$ cat src/rtl/fetch_prefetch_unit.sv
// Instruction-fetch front end: issues in-order word fetches, buffers responses
// with their PCs in a small queue, and handles ID stalls and redirects.
module fetch_prefetch_unit #(
  parameter logic [31:0] RESET_PC = 32'h0000_0000,
  parameter int          DEPTH    = 4
) (
  input  logic        clk,
  input  logic        reset,
  output logic        imem_req_valid,
  input  logic        imem_req_ready,
  output logic [31:0] imem_req_addr,
  input  logic        imem_rsp_valid,
  input  logic [31:0] imem_rsp_data,
  input  logic        redirect_valid,
  input  logic [31:0] redirect_pc,
  input  logic        id_ready,
  output logic        if_valid,
  output logic [31:0] if_pc,
  output logic [31:0] if_instruction
);

  localparam int             AW       = $clog2(DEPTH);
  localparam int             CW       = AW + 1;
  localparam logic [CW:0]    LP_DEPTH = (CW+1)'(DEPTH);
  localparam logic [31:0]    NOP      = 32'h0000_0013;

  logic [31:0]   r_pc_q  [DEPTH];
  logic [31:0]   r_ins_q [DEPTH];
  logic [AW-1:0] r_head, r_tail;
  logic [CW-1:0] r_count, r_outstanding, r_drop_cnt;
  logic [31:0]   r_fetch_pc, r_rsp_pc;

  logic          w_fire, w_rsp, w_drop, w_enq, w_deq;
  logic [CW:0]   w_total;
  logic [CW-1:0] w_out_next;
  logic [31:0]   w_redirect_pc;

  // Queue slots plus in-flight requests never exceed DEPTH, so every response has room.
  assign w_total        = {1'b0, r_count} + {1'b0, r_outstanding};
  assign imem_req_valid = !reset && !redirect_valid && (w_total < LP_DEPTH);
  assign imem_req_addr  = r_fetch_pc;

  assign w_fire        = imem_req_valid && imem_req_ready;
  assign w_rsp         = imem_rsp_valid && (r_outstanding != '0);
  assign w_drop        = w_rsp && (r_drop_cnt != '0);
  assign w_enq         = w_rsp && (r_drop_cnt == '0);
  assign w_deq         = if_valid && id_ready;
  assign w_out_next    = r_outstanding + CW'(w_fire) - CW'(w_rsp);
  assign w_redirect_pc = redirect_pc & ~32'h3;

  assign if_valid       = (r_count != '0);
  assign if_pc          = if_valid ? r_pc_q[r_head]  : 32'h0;
  assign if_instruction = if_valid ? r_ins_q[r_head] : NOP;

  always_ff @(posedge clk or posedge reset) begin
    if (reset) begin
      r_fetch_pc    <= RESET_PC;
      r_rsp_pc      <= RESET_PC;
      r_count       <= '0;
      r_outstanding <= '0;
      r_drop_cnt    <= '0;
      r_head        <= '0;
      r_tail        <= '0;
    end else begin
      r_outstanding <= w_out_next;
      if (redirect_valid) begin
        // Everything still in flight after this cycle belongs to the old path.
        r_count    <= '0;
        r_head     <= '0;
        r_tail     <= '0;
        r_fetch_pc <= w_redirect_pc;
        r_rsp_pc   <= w_redirect_pc;
        r_drop_cnt <= w_out_next;
      end else begin
        if (w_fire) r_fetch_pc <= r_fetch_pc + 32'd4;
        if (w_drop) r_drop_cnt <= r_drop_cnt - CW'(1);
        if (w_enq) begin
          r_tail   <= r_tail + AW'(1);
          r_rsp_pc <= r_rsp_pc + 32'd4;
        end
        if (w_deq) r_head <= r_head + AW'(1);
        r_count <= r_count + CW'(w_enq) - CW'(w_deq);
      end
    end
  end

  always_ff @(posedge clk) begin
    if (!reset && !redirect_valid && w_enq) begin
      r_pc_q[r_tail]  <= r_rsp_pc;
      r_ins_q[r_tail] <= imem_rsp_data;
    end
  end

endmodule
$ cat config.mk
export PLATFORM = sky130hd
export DESIGN_NAME = fetch_prefetch_unit
export DESIGN_NICKNAME = d
export VERILOG_FILES = /design/src/rtl/fetch_prefetch_unit.sv
export SDC_FILE = /design/constraint.sdc
export NUM_CORES = 1
export LEC_CHECK = 0
export ABC_AREA = 1
export CORE_AREA = 8 8 230 232
export DETAILED_ROUTE_END_ITERATION = 8
export DIE_AREA = 0 0 238 240
export GPL_TIMING_DRIVEN = 0
export PLACE_DENSITY = 0.48
export SYNTH_ARGS = -nofsm -noshare
export SYNTH_HDL_FRONTEND = slang
export SYNTH_SLANG_ARGS = --single-unit
$ cat constraint.sdc
create_clock -name clk -period 7.02 [get_ports clk]
set_input_delay 1.053 -clock clk [delete_from_list [all_inputs] [get_ports clk]]
set_output_delay 1.053 -clock clk [all_outputs]
set_load 0.02 [all_outputs]
== Yosys cells after proc, flatten, opt, wreduce, memory -nomap -nowiden ==
Memories as Yosys holds them, arrays and structs flattened.
Index checks and enable logic that the tools add are counted.

* Output and inout port bits: 98
* RAM bits: 256
* Bits in registers: 77
* Memories: 2
* Logic and storage cells: 53
* Bits of input ports: 70

* $add $sub $neg: 10
* Magnitude comparators: 1
* Reductions and logical operators: 18
* Mux-type cells: 15

{| class="wikitable"
|+ Memories
! name !! depth !! bits a word !! rd ports !! clocked after memory_dff !! wr ports !! RTL line !! text
|-
| r_ins_q || 4 || 32 || 1 || 0 || 1 || 28 || <nowiki>logic [31:0] r_ins_q [DEPTH];</nowiki>
|-
| r_pc_q || 4 || 32 || 1 || 0 || 1 || 27 || <nowiki>logic [31:0] r_pc_q [DEPTH];</nowiki>
|}

{| class="wikitable"
|+ Operator list
! operator !! number
|-
| $mux W32 || 6
|-
| $add A32 B3 Y32 const B || 2
|-
| $mux W3 || 3
|-
| $reduce_bool A3 Y1 || 3
|-
| $logic_and A1 B1 Y1 || 8
|-
| $mux W2 || 4
|-
| $reduce_bool A2 Y1 || 4
|-
| $add A3 B1 Y3 || 2
|-
| $sub A3 B1 Y3 || 2
|-
| $add A2 B1 Y2 const B || 2
|-
| $add A3 B3 Y4 || 1
|-
| $lt A4 B3 Y1 const B || 1
|-
| $logic_not A3 Y1 || 1
|-
| $sub A3 B1 Y3 const B || 1
|-
| $logic_not A1 Y1 || 2
|-
| $mux W1 || 2
|}

== Logic depth before layout (Yosys ltp) ==
Gate-level depths: netlist of run 1.

* Depth after elaboration: 7
* Mapped depth: 13
* Mapped depth without buffers: 13

== Worst setup path before layout of run 1 ==
No wires, ideal clock.

* Path kind: input to register
* Start: in reset
* End: mem r_ins_q[0][0] (enable)
* Stages on the path: 3
* Arrival: 5.620 ns
* Path slack: 0.918 ns
* Setup time: 0.482 ns
* Required time: 6.538 ns
* Buffers on the path: 0
* Cell sequence: inv_1 -> nand2_1 -> nor2_1

* Longest elaborated chain between the ends: 5

{| class="wikitable"
|+ RTL lines
! what !! RTL line !! text
|-
| start: declaration || 8 || <nowiki>input logic reset,</nowiki>
|-
| $logic_not A1 Y1 || 88 || <nowiki>if (!reset && !redirect_valid && w_enq) begin</nowiki>
|-
| $logic_and A1 B1 Y1 (2 in series) || 88 ||
|-
| $mux W1 || 88 ||
|-
| $mux W1 (implied by the code) || 90 || <nowiki>r_ins_q[r_tail] <= imem_rsp_data;</nowiki>
|-
| end: declaration || 28 ||
|}

Every way passes these cells.

== Worst setup path after layout of run 1 ==
* Start: reg r_count[1]
* End: out if_instruction[22]

* Longest elaborated chain between the ends: 2

{| class="wikitable"
|+ RTL lines
! what !! RTL line !! text
|-
| start: declaration || 30 || <nowiki>logic [CW-1:0] r_count, r_outstanding, r_drop_cnt;</nowiki>
|-
| start signal: assignment || 82 || <nowiki>r_count <= r_count + CW'(w_enq) - CW'(w_deq);</nowiki>
|-
| $reduce_bool A3 Y1 || 51 || <nowiki>assign if_valid = (r_count != '0);</nowiki>
|-
| $mux W32 || 53 || <nowiki>assign if_instruction = if_valid ? r_ins_q[r_head] : NOP;</nowiki>
|-
| end: declaration || 19 || <nowiki>output logic [31:0] if_instruction</nowiki>
|}

Every way passes these cells.

==> results of run 1 <==
-- through the flow --
step           setup slack [ns]  setup TNS [ns]  total power, mW
6_report                   2.80               0             6.41
3_3_place_gp              -3.10         -742.00             4.51
2_1_floorplan             0.918               0             3.52
3_5_place_dp               2.97               0             4.54
4_1_cts                    2.72               0             6.51
5_1_grt                    2.61               0             6.76
-- placed cells by master, fill, tap and decap left out, types with 7 or more instances in the layout --
master,instances
nor2_1,334
edfxtp_1,248
nand2_1,245
clkdlybuf4s50_1,160
o21ai_0,149
a21oi_1,100
inv_1,86
nand3_1,76
dfrtp_1,73
clkbuf_1,46
clkbuf_16,39
o211ai_1,16
buf_2,15
ha_1,14
xor2_1,11
buf_1,8
nor3_1,8
buf_4,8
buf_12,7
-- per-layer routing --
| metal | global-route usage (%) | wire length [um] |
|---|---|---|
| met5 | 0 | 0 |
| met3 | 3.05 | 2490 |
| met2 | 24.9 | 20300 |
| met4 | 4.11 | 846 |
| met1 | 20.4 | 20100 |
-- sequential cells by signal (all words and copies together) (netlist names) --
signal and flops:
r_drop_cnt 3, r_ins_q 128, r_outstanding 3, imem_req_addr 30, r_head 2, r_count 3
r_rsp_pc 30, r_pc_q 120, r_tail 2
-- logic make-up (layout without fill, tap and decap cells) --
family	after synthesis	after routing
xor+xnor	14	14
other cells	1	4
compound gates	276	276
buf+inv	162	397
fa+ha+maj	16	16
simple gates	696	696
flops	321	321
-- worst max-delay path, stage by stage (launching register included) --
cell             delay [ns]
dfrtp_1                0.44
nor2_1                 0.12
nand2_1                0.27
inv_2                  0.24
buf_2                  0.30
buf_1                  0.54
a21oi_1                0.14
clkdlybuf4s50_1        0.58
-- power breakdown --
part           internal (mW)  switching [mW]  leakage (nW)  total, mW
Sequential              2.21           0.189          3.11       2.40
Combinational          0.773            1.29          3.18       2.06
Clock                   1.17           0.778         0.579       1.95
Total                   4.16            2.25          6.87       6.41
-- area by class of cell --
type / instances / share of cell area [%]
Buffer: 68 / 1.80
Clock inverter: 13 / 1.01
Timing Repair Buffer: 170 / 9.86
Multi-Input combinational cell: 1006 / 25.2
Tap cell: 672 / 4.54
Sequential cell: 321 / 50.1
Inverter: 94 / 1.93
Clock buffer: 52 / 5.54
-- final timing paths --
path / to / cells past startpoint / from
max reg2reg: r_ins_q[0][11] / 8 / r_drop_cnt[0]
max: if_instruction[22] / 7 / r_count[1]
min: r_drop_cnt[2] / 2 / r_drop_cnt[2]
min in group asynchronous: r_rsp_pc[10] / 2 / reset
max in group asynchronous: imem_req_addr[7] / 3 / reset
min reg2reg: r_drop_cnt[2] / 2 / r_drop_cnt[2]
==> results.json, run 1 <==
{
  "synth_common_cells": "338 x nor2_1, 248 x edfxtp_1, 245 x nand2_1",
  "core_um2": 49500,
  "design_area_um2": 18500,
  "place.gp.congestion": 0.868,
  "netlist.area_leader.share_pct": 51.0,
  "max-vdd-ir-drop_mv": 0.166,
  "synthTopCellsByArea": "edfxtp_1 51%, dfrtp_1 13%, nor2_1 8.7%",
  "syn_area_um2": 14600,
  "syn_inst": 1486,
  "worstSetupPathType": "reg2out",
  "drc": 0,
  "hold_violations": 0,
  "nNetsFinal": 1785,
  "wl_per_cell_um": 18.3,
  "cts_buffers": 38,
  "synth_top_family_by_area": "simple AND/OR/NAND/NOR gates",
  "die_x_um": 238,
  "worstPathArrival_ns": 3.17,
  "dp.cells": 2331,
  "skew_ns": 0.0225,
  "placed_cell_area_um2": 17300,
  "num_antenna_cells": 0,
  "multi_input_area_um2": 4670,
  "crit_fanout": 10,
  "clk_pin_slew_worst_paths_ns": 0.06,
  "cts_tree": "yes",
  "fmax_mhz": 237,
  "startpoint_type": "flop",
  "port_buffers": 160,
  "grt_max_degree": 52,
  "slew_headroom_pct": 49.2,
  "areaGrowthSynthToFinish_pct": 26.9,
  "synth_ff_type": "edfxtp_1",
  "synth_cell_types": 40,
  "via_count": 11200,
  "slew_violations": 0,
  "cap_violations": 0,
  "synth_simple_gate_area_share_pct": 19.4,
  "synth-xor-area-share_pct": 0.840,
  "routed_wl_mm": 43.8,
  "worst_pin_slew_ns": 0.762,
  "ant_nets": 0,
  "grt_pass1_wl_mm": 67.2,
  "die-area_um2": 57100,
  "std_cell_rows": 82,
  "grt_overflow_total": 0,
  "synth_fa_ha_area_share_pct": 1.48,
  "muxShareOfSynthArea_pct": 0,
  "post_cts_buffers": 0,
  "worstSkewPairLatency_ns": 0.55,
  "setup_violations": 0,
  "cts_root_buffer": "clkbuf_16",
  "synth_seq_cells": 321,
  "synth_top_area_cell": "edfxtp_1",
  "synth-edff-count": 248,
  "dpl.hpwl_mm": 30.3,
  "grtUsageTotal_pct": 15.2,
  "powerDensity_nw_per_um2": 346,
  "seq_area_um2": 9270,
  "worst_ep_required_time_ns": 5.97,
  "antenna_found_initial": 0,
  "r2r_slack_ns": 4.10,
  "die_h_um": 240,
  "max-clock-path-buffers": 3,
  "min_period_over_period_pct": 60.2,
  "firstDrtPassIters": 5,
  "ctsHoldBuffers": 0,
  "numClockSinks": 321,
  "ys_warn_count": 0,
  "async_reset_ff_share_pct": 22.7,
  "yosysMostFrequentCell": "nor2_1",
  "fillerInstances": 4944,
  "end_kind": "primary output",
  "rsz0062_at_grt": "false",
  "final_cells": 2396,
  "cts_resized": 0,
  "seq_area_frac_synth_pct": 63.6,
  "cts_htree_levels": 2,
  "grt_pass1_vias": 11100,
  "holdWs_ns": 0.545,
  "drive_gt1_share_pct": 6.55,
  "start_util_pct": 29.5,
  "postLayoutCoreUtil_pct": 37.4,
  "synth_compound_area_share_pct": 9.93,
  "routed_via_density": 4.67,
  "min_period_ns": 4.22,
  "min_path_type": "reg2reg",
  "status": "finished clean",
  "drtIter0Drc": 717,
  "syn_avg_cell_area_um2": 9.82,
  "io_pins": 168,
  "leakagePower_nw": 6.87
}
(Power assumes the default switching activity.)
==> inputs of run 2 (changes only) <==
Clock period 7.02 ns to 4 ns, I/O delays scaled along.
==> run 2 against run 1 <==
Effect of this change:
- critical path depth unchanged
- wire length is 0.69% higher
- final area is 0.15% lower
- worst hold slack lost 0.14 ns
- die area did not move
- power grew 75%
- largest cell class unchanged
- highest routed layer unchanged
==> results.json, run 2 (synthesis gave the netlist of run 1 again) <==
{
  "max-clock-path-buffers": 3,
  "top_regs": "r_ins_q (128), r_pc_q (120)",
  "num_antenna_cells": 0,
  "numClockSinks": 321,
  "cts_tree": "yes",
  "routed_via_density": 4.61,
  "die_h_um": 240,
  "worstSetupPathType": "reg2out",
  "worst_pin_slew_ns": 0.793,
  "startpoint_type": "flop",
  "clk_pin_slew_worst_paths_ns": 0.06,
  "cap_violations": 0,
  "worstSkewPairLatency_ns": 0.55,
  "largest_register": "r_ins_q",
  "design_area_um2": 18500,
  "cts_root_buffer": "clkbuf_16",
  "cts_buffers": 38,
  "wl_per_cell_um": 18.4,
  "skew_ns": 0.0117,
  "crit_fanout": 10,
  "p_sw_mw": 3.97,
  "slew_headroom_pct": 47.0,
  "wl_met1_mm": 20.7,
  "largest_reg_flops": 128,
  "end_kind": "primary output",
  "antenna_found_initial": 0,
  "grt_pass1_wl_mm": 68.1,
  "ctsHoldBuffers": 0,
  "setup_violations": 0,
  "intPower_mw": 7.25,
  "slew_violations": 0,
  "met2_length_mm": 20.2,
  "die-area_um2": 57100,
  "post_cts_buffers": 0,
  "top_layer": "met4",
  "layout_setup_ws_ns": 0.256,
  "dp.cells": 2331,
  "drtIter0Drc": 813,
  "firstDrtPassIters": 5,
  "cts_htree_levels": 2,
  "p_sw_share_pct": 35.4,
  "cts_resized": 0,
  "dpl_worst_slack_ns": 0.142,
  "ant_nets": 0,
  "pwr-share-clk_pct": 30.1,
  "status": "finished clean",
  "drc": 0,
  "placed_cell_area_um2": 17300,
  "port_buffers": 160,
  "io_pins": 168,
  "power_frac_comb_pct": 32.3,
  "grt_overflow_total": 0,
  "final_cells": 2401,
  "leakagePower_nw": 6.86,
  "grt_max_degree": 38,
  "hold_violations": 0,
  "min_path_type": "in2async",
  "wl_met3_mm": 2.20,
  "drive_gt1_share_pct": 6.59,
  "rsz0062_at_grt": "false",
  "routed_wl_mm": 44.1,
  "fmax_mhz": 267,
  "worstPathArrival_ns": 3.14,
  "layout_commonest_cell": "nor2_1",
  "place.gp.congestion": 0.882,
  "grtUsageTotal_pct": 15.4,
  "max-vdd-ir-drop_mv": 0.325,
  "nNetsFinal": 1785,
  "start_util_pct": 29.5,
  "worst_ep_required_time_ns": 3.40,
  "core_um2": 49500,
  "powerDensity_nw_per_um2": 607,
  "seq_power_share_pct": 37.6,
  "min_period_ns": 3.74,
  "grt_pass1_vias": 11400,
  "areaGrowthSynthToFinish_pct": 26.7,
  "die_x_um": 238,
  "most-common-layout-cells": "334 x nor2_1, 248 x edfxtp_1, 245 x nand2_1",
  "via_count": 11100,
  "std_cell_rows": 82,
  "min_period_over_period_pct": 93.6,
  "dpl.hpwl_mm": 30.5
}
==> run 2: worst paths after layout <==
| kind | from | to | slack [ns] | depth (start not counted) |
|---|---|---|---|---|
| worst min register to register | r_outstanding[1] | r_outstanding[2] | 0.55 | 1 |
| max in group asynchronous | reset | r_rsp_pc[24] | 2.85 | 4 |
| min in group clk | redirect_valid | r_rsp_pc[3] | 0.42 | 3 |
| worst max-delay path | r_head[0] | if_pc[20] | 0.26 | 7 |
| worst max register to register | r_count[1] | r_drop_cnt[2] | 1.12 | 13 |
| worst min-delay path | reset | imem_req_addr[2] | 0.40 | 2 |
==> run 2: per-layer routing <==
layer / GRT usage, % / vias up
met5: 0 / -
met4: 4.28 / 0
met3: 2.64 / 57
met2: 25.5 / 285
met1: 20.6 / 5262
li1: - / 5459
==> run 2: area by class of cell <==
cell class | instances | area [um^2]
Timing Repair Buffer | 170 | 1800
Sequential cell | 321 | 9270
Multi-Input combinational cell | 1006 | 4670
Buffer | 68 | 334
Clock buffer | 49 | 1020
Tap cell | 672 | 841
Fill cell | 4993 | 31000
Clock inverter | 21 | 183
Inverter | 94 | 358
==> run 2: power groups by stage <==
stage / clock network, mW / logic, mW / registers [mW]
after floorplan: 0 / 1.96 / 4.23
after detailed placement: 0 / 3.69 / 4.28
final: 3.38 / 3.62 / 4.22
after CTS: 3.47 / 3.71 / 4.22
after global placement: 0 / 3.65 / 4.27
after global routing: 3.60 / 3.99 / 4.26
==> run 2: stage by stage <==
stage          hold slack, ns  util, %  setup TNS [ns]  total power, mW
2_1_floorplan           0.483        -               0             6.19
5_1_grt                 0.426     37.4               0             11.8
3_5_place_dp            0.534     34.9               0             7.97
6_report                0.401     37.4               0             11.2
3_3_place_gp            0.521     34.5         -298.68             7.92
4_1_cts                 0.392     37.4               0             11.4
==> run 2: worst max-delay path: stages (launching register included) <==
cell and delay [ns]:
dfrtp_1 0.36, buf_2 0.19, inv_2 0.17, buf_2 0.29
clkbuf_1 0.48, o21ai_0 0.19, a21oi_1 0.27, clkdlybuf4s50_1 0.66
